--- src/rtl/fetch_unit.sv ---
// Instruction fetch stage: holds PC, fetches one word per instruction, presents OP/Funct/imm to decode.
// Latency: rvalid -> instr_valid one cycle later; 2-cycle minimum period; waits indefinitely on imem rvalid and on advance.
module fetch_unit #(
    parameter logic [31:0] RESET_PC = 32'h0000_0000
) (
    input  logic        clk,
    input  logic        reset,
    output logic        imem_req,
    output logic [31:0] imem_addr,
    input  logic        imem_rvalid,
    input  logic [31:0] imem_rdata,
    input  logic        advance,
    input  logic        branch_taken,
    output logic        instr_valid,
    output logic [31:0] instr,
    output logic [5:0]  OP,
    output logic [5:0]  Funct,
    output logic [15:0] imm,
    output logic [31:0] pc,
    output logic [31:0] pc_plus4,
    output logic [31:0] retired
);

    typedef enum logic [1:0] {
        IDLE  = 2'd0,
        FETCH = 2'd1,
        EXEC  = 2'd2
    } state_t;

    localparam logic [31:0] PC_INIT = RESET_PC & ~32'h0000_0003;

    state_t      state_q, state_d;
    logic [31:0] pc_q, pc_d;
    logic [31:0] instr_q, instr_d;
    logic [31:0] retired_q, retired_d;
    logic [31:0] br_off;

    always_ff @(posedge clk) begin
        if (reset) begin
            state_q   <= IDLE;
            pc_q      <= PC_INIT;
            instr_q   <= 32'h0;
            retired_q <= 32'h0;
        end else begin
            state_q   <= state_d;
            pc_q      <= pc_d;
            instr_q   <= instr_d;
            retired_q <= retired_d;
        end
    end

    assign pc_plus4 = pc_q + 32'd4;

    // beq displacement is a signed word offset relative to pc+4
    assign br_off = {{14{instr_q[15]}}, instr_q[15:0], 2'b00};

    always_comb begin
        state_d   = state_q;
        pc_d      = pc_q;
        instr_d   = instr_q;
        retired_d = retired_q;
        case (state_q)
            IDLE: begin
                state_d = FETCH;
            end
            FETCH: begin
                if (imem_rvalid) begin
                    instr_d = imem_rdata;
                    state_d = EXEC;
                end
            end
            EXEC: begin
                if (advance) begin
                    retired_d = retired_q + 32'd1;
                    pc_d      = branch_taken ? (pc_plus4 + br_off) : pc_plus4;
                    state_d   = FETCH;
                end
            end
            default: begin
                state_d = IDLE;
            end
        endcase
    end

    assign imem_req    = (state_q == FETCH);
    assign imem_addr   = pc_q;
    assign instr_valid = (state_q == EXEC);
    assign instr       = instr_q;
    assign OP          = instr_q[31:26];
    assign Funct       = instr_q[5:0];
    assign imm         = instr_q[15:0];
    assign pc          = pc_q;
    assign retired     = retired_q;

endmodule

--- config.mk ---
export PLATFORM = sky130hd
export DESIGN_NAME = fetch_unit
export DESIGN_NICKNAME = d
export VERILOG_FILES = /design/src/rtl/fetch_unit.sv
export SDC_FILE = /design/constraint.sdc
export NUM_CORES = 1
export LEC_CHECK = 0
export ABC_CLOCK_PERIOD_IN_PS = 7330
export CAP_MARGIN = 15
export CORE_ASPECT_RATIO = 1.5
export CORE_MARGIN = 3
export CORE_UTILIZATION = 50
export CTS_CLUSTER_SIZE = 16
export DETAILED_ROUTE_END_ITERATION = 10
export PLACE_DENSITY = 0.87
export SLEW_MARGIN = 10
export SYNTH_ARGS = -nofsm -noshare
export SYNTH_HDL_FRONTEND = slang
export SYNTH_SLANG_ARGS = --single-unit
--- constraint.sdc ---
create_clock -name clk -period 7.33 [get_ports clk]
set_clock_uncertainty 0.05 [all_clocks]
set_input_delay 1.466 -clock clk [delete_from_list [all_inputs] [get_ports clk]]
set_output_delay 1.466 -clock clk [all_outputs]
set_load 0.05 [all_outputs]
==> results by group <==
Critical path
  • Reg2reg end: imem_addr[31]
  • Worst reg2reg path depth: 16
  • Critical path class: flip-flop to primary output
  • Critical path launch point type: flip-flop
  • Crit path arrival time: about 3500 ps
  • Setup crit end kind: primary output
  • Worst EP required: 5810 ps
  • Worst Setup SP: imem_addr[2]
  • Crit path capture: pc_plus4[24]
  • RR Startpoint: imem_addr[2]
  • Flop-to-flop setup slack: around 2900 ps
  • Critical path peak fanout: 7

Die
  • Die ar.: approximately 15000 um^2
  • Row count: 50
  • Top-Level Pins: 227
  • Die height: approximately 150 um
  • Initial Util: a little over half
  • Core area: about 13000 um^2
  • Overall die width: 100 um

STA
  • Setup violators final: 0
  • Final hold violation count: 0
  • Period utilization: 68.3%
  • Setup_tns: 0 ps
  • RSZ-0062 raised after global routing: false
  • Slew Viols, Final: 0
  • Fmax: about 0.2 GHz
  • Tmin final: approximately 5000 ps
  • Max-slew headroom: ~27%
  • Worst-Margin Slew: 1090 ps

CTS
  • CTS tree: done
  • PostCTS Resize Cnt: 0
  • Total CTS buffers: 9
  • Clock-pin slew on the worst setup and hold paths: ~80 ps
  • Worst skew pair latency: 350 ps
  • H-tree Lvls: 3
  • Max Root-Sink Buffers: 2
  • Clock Root Buffer: clkbuf_16
  • Clk sinks: 96
  • Post-CTS Setup Repair Bufs: 0
  • Hold Buf Count CTS: 0

Yosys
  • Ranking of synthesized cells by area: dfxtp_1 (29%), buf_4 (7.3%), ha_1 (7.0%)
  • Seq/Total Area, Yosys: 29.0%
  • Distinct cells, synth: 61
  • Ys flop type: dfxtp_1
  • Post-synth top area share: 29.0%
  • Async S/R FF share, synth: 0%
  • Mapped Cells: ~870
  • Seq cells post-synth: 96
  • EDFF count, synth: 0
  • Post-Syn Area: roughly 6600 um^2
  • Cell taking the most area after synthesis: dfxtp_1
  • Avg Cell Area, Syn: approximately 7.6 um^2
  • Synth Warn #: 0

Global route
  • Overall global routing resource usage: 26.6%
  • First-pass GRT wire length: about 32 mm
  • Antenna violations before repair: 0
  • Pin count of the biggest net entering global routing: a little over 100
  • Vias in the first global route: 6368
  • Grt total ovfl: 0

Route
  • Post-DR vias/cell: approximately 5.7
  • Post-Route WL: 20.2 mm
  • DRT Pass-1 Iters: 5
  • Count of antenna-violating nets left after detailed routing: 0
  • # DRC: 0
  • Starting DRT DRC Count: around 260
  • WL/cell: about 17 um
  • Vias post-DR: 6669

Flow run
  • Max_cap viols: 0

Status
  • Status: completed

Place
  • Port bufs: 220
  • GP Congestion: ~0.99
  • Dpl hpwl: between 10 and 15 mm
  • Placed cell count: 1157

Finish
  • Finished Layout Cells: ~1200
  • N_diodes: 0
  • Final net count: about 1100
  • Layout cells sized above 1: about 3.1%
  • Syn-to-layout area delta: 32.4%

Power
  • Leakage: 3.28 nW
  • Worst vdd ir: approximately 110 uV
  • P per Cell Area: about 150 nW/um^2

Worst hold path
  • Worst Hold Class: flip-flop to flip-flop
metrics by stage:
| stage | power (W) | hold WS [ps] | area, um^2 | utilization, % | worst slack, ps |
|---|---|---|---|---|---|
| after floorplan | 0.000734 | 466 | 6650 | - | 2220 |
| after global placement | 0.000802 | 391 | 8450 | 66.5 | 2820 |
| after detailed placement | 0.000805 | 397 | 8450 | 66.5 | 2690 |
| after CTS | 0.00132 | 408 | 8770 | 69.1 | 2310 |
| after global routing | 0.00135 | 426 | 8770 | 69.1 | 2130 |
| final | 0.00131 | 405 | 8770 | 69.1 | 2330 |
synth_stat cells, types with 16 or more instances:
| library cell | number |
|---|---|
| a21oi_1 | 92 |
| and3_1 | 16 |
| nor2_1 | 88 |
| buf_4 | 64 |
| clkbuf_1 | 32 |
| nand2_1 | 120 |
| nand3_1 | 35 |
| xnor2_1 | 35 |
| dfxtp_1 | 96 |
| ha_1 | 37 |
| o21ai_0 | 25 |
| xor2_1 | 42 |
cells in the final DEF, fill, tap and decap left out, types with 6 or more instances in the layout:
cell / count
o21ai_0: 25
nand2b_1: 7
nand2_1: 120
nor4_1: 6
and3_1: 16
xnor2_1: 35
nor2_1: 87
xor2_1: 42
a21o_1: 8
o21a_1: 7
nand3_1: 35
clkdlybuf4s50_1: 219
a211oi_1: 11
inv_1: 15
o21ai_1: 11
clkbuf_16: 9
nand4_1: 13
o21bai_1: 9
nor3_1: 15
dfxtp_1: 96
a21oi_1: 92
ha_1: 37
and2_1: 6
conb_1: 6
critical path, stage by stage (launching register included):
cell	delay [ps]
dfxtp_1	430
ha_1	280
and3_1	220
nand2_1	130
or3_4	400
nor3_4	340
nand3_1	150
xnor2_1	310
clkdlybuf4s50_1	880
routing by layer:
| layer | global-route usage [%] | vias to the layer above | share of wire, % |
|---|---|---|---|
| li1 | - | 3245 | - |
| met1 | 30.6 | 3130 | 38 |
| met2 | 47.2 | 241 | 51 |
| met3 | 5.42 | 53 | 6.6 |
| met4 | 11.2 | 0 | 3.6 |
| met5 | 0 | - | 0 |
flip-flops by register name, indices dropped and copies added, names as in the netlist:
name,count
instr,32
state_q,2
imem_addr,30
retired,32
worst min path at each step:
stage / startpoint / to / slack, ps / cells past startpoint
final: instr[25] / instr[25] / 400 / 2
after global placement: instr[24] / instr[24] / 390 / 2
after CTS: instr[18] / instr[18] / 410 / 2
after detailed placement: instr[25] / instr[25] / 400 / 2
after global routing: instr[23] / instr[23] / 430 / 2
after floorplan: state_q[0] / state_q[0] / 470 / 3
final cells by class:
cell class,count,area [um^2]
Multi-Input combinational cell,666,4050
Fill cell,1058,3930
Timing Repair Buffer,224,2230
Sequential cell,96,1920
Clock buffer,10,239
Tap cell,156,195
Clock inverter,6,83.8
Inverter,15,56.3
power by group:
part           switching [W]  total [W]  leakage, nW  internal [W]
sequential         0.0000152   0.000548        0.777      0.000533
clock               0.000230   0.000513        0.158      0.000283
combinational       0.000163   0.000246         2.34     0.0000826
cells by family after synthesis:
family	after synthesis	share of synthesized area, %
XOR/XNOR	77	10.2
flip-flops	96	29.0
AND/OR/NAND/NOR	339	24.1
other	1	0.0566
multiplexers	7	1.10
adder cells (fa/ha/maj)	38	7.29
AO/OA/AOI/OAI	199	18.1
buffers and inverters	116	10.3
Note: power is estimated with default switching activity, not from simulation.
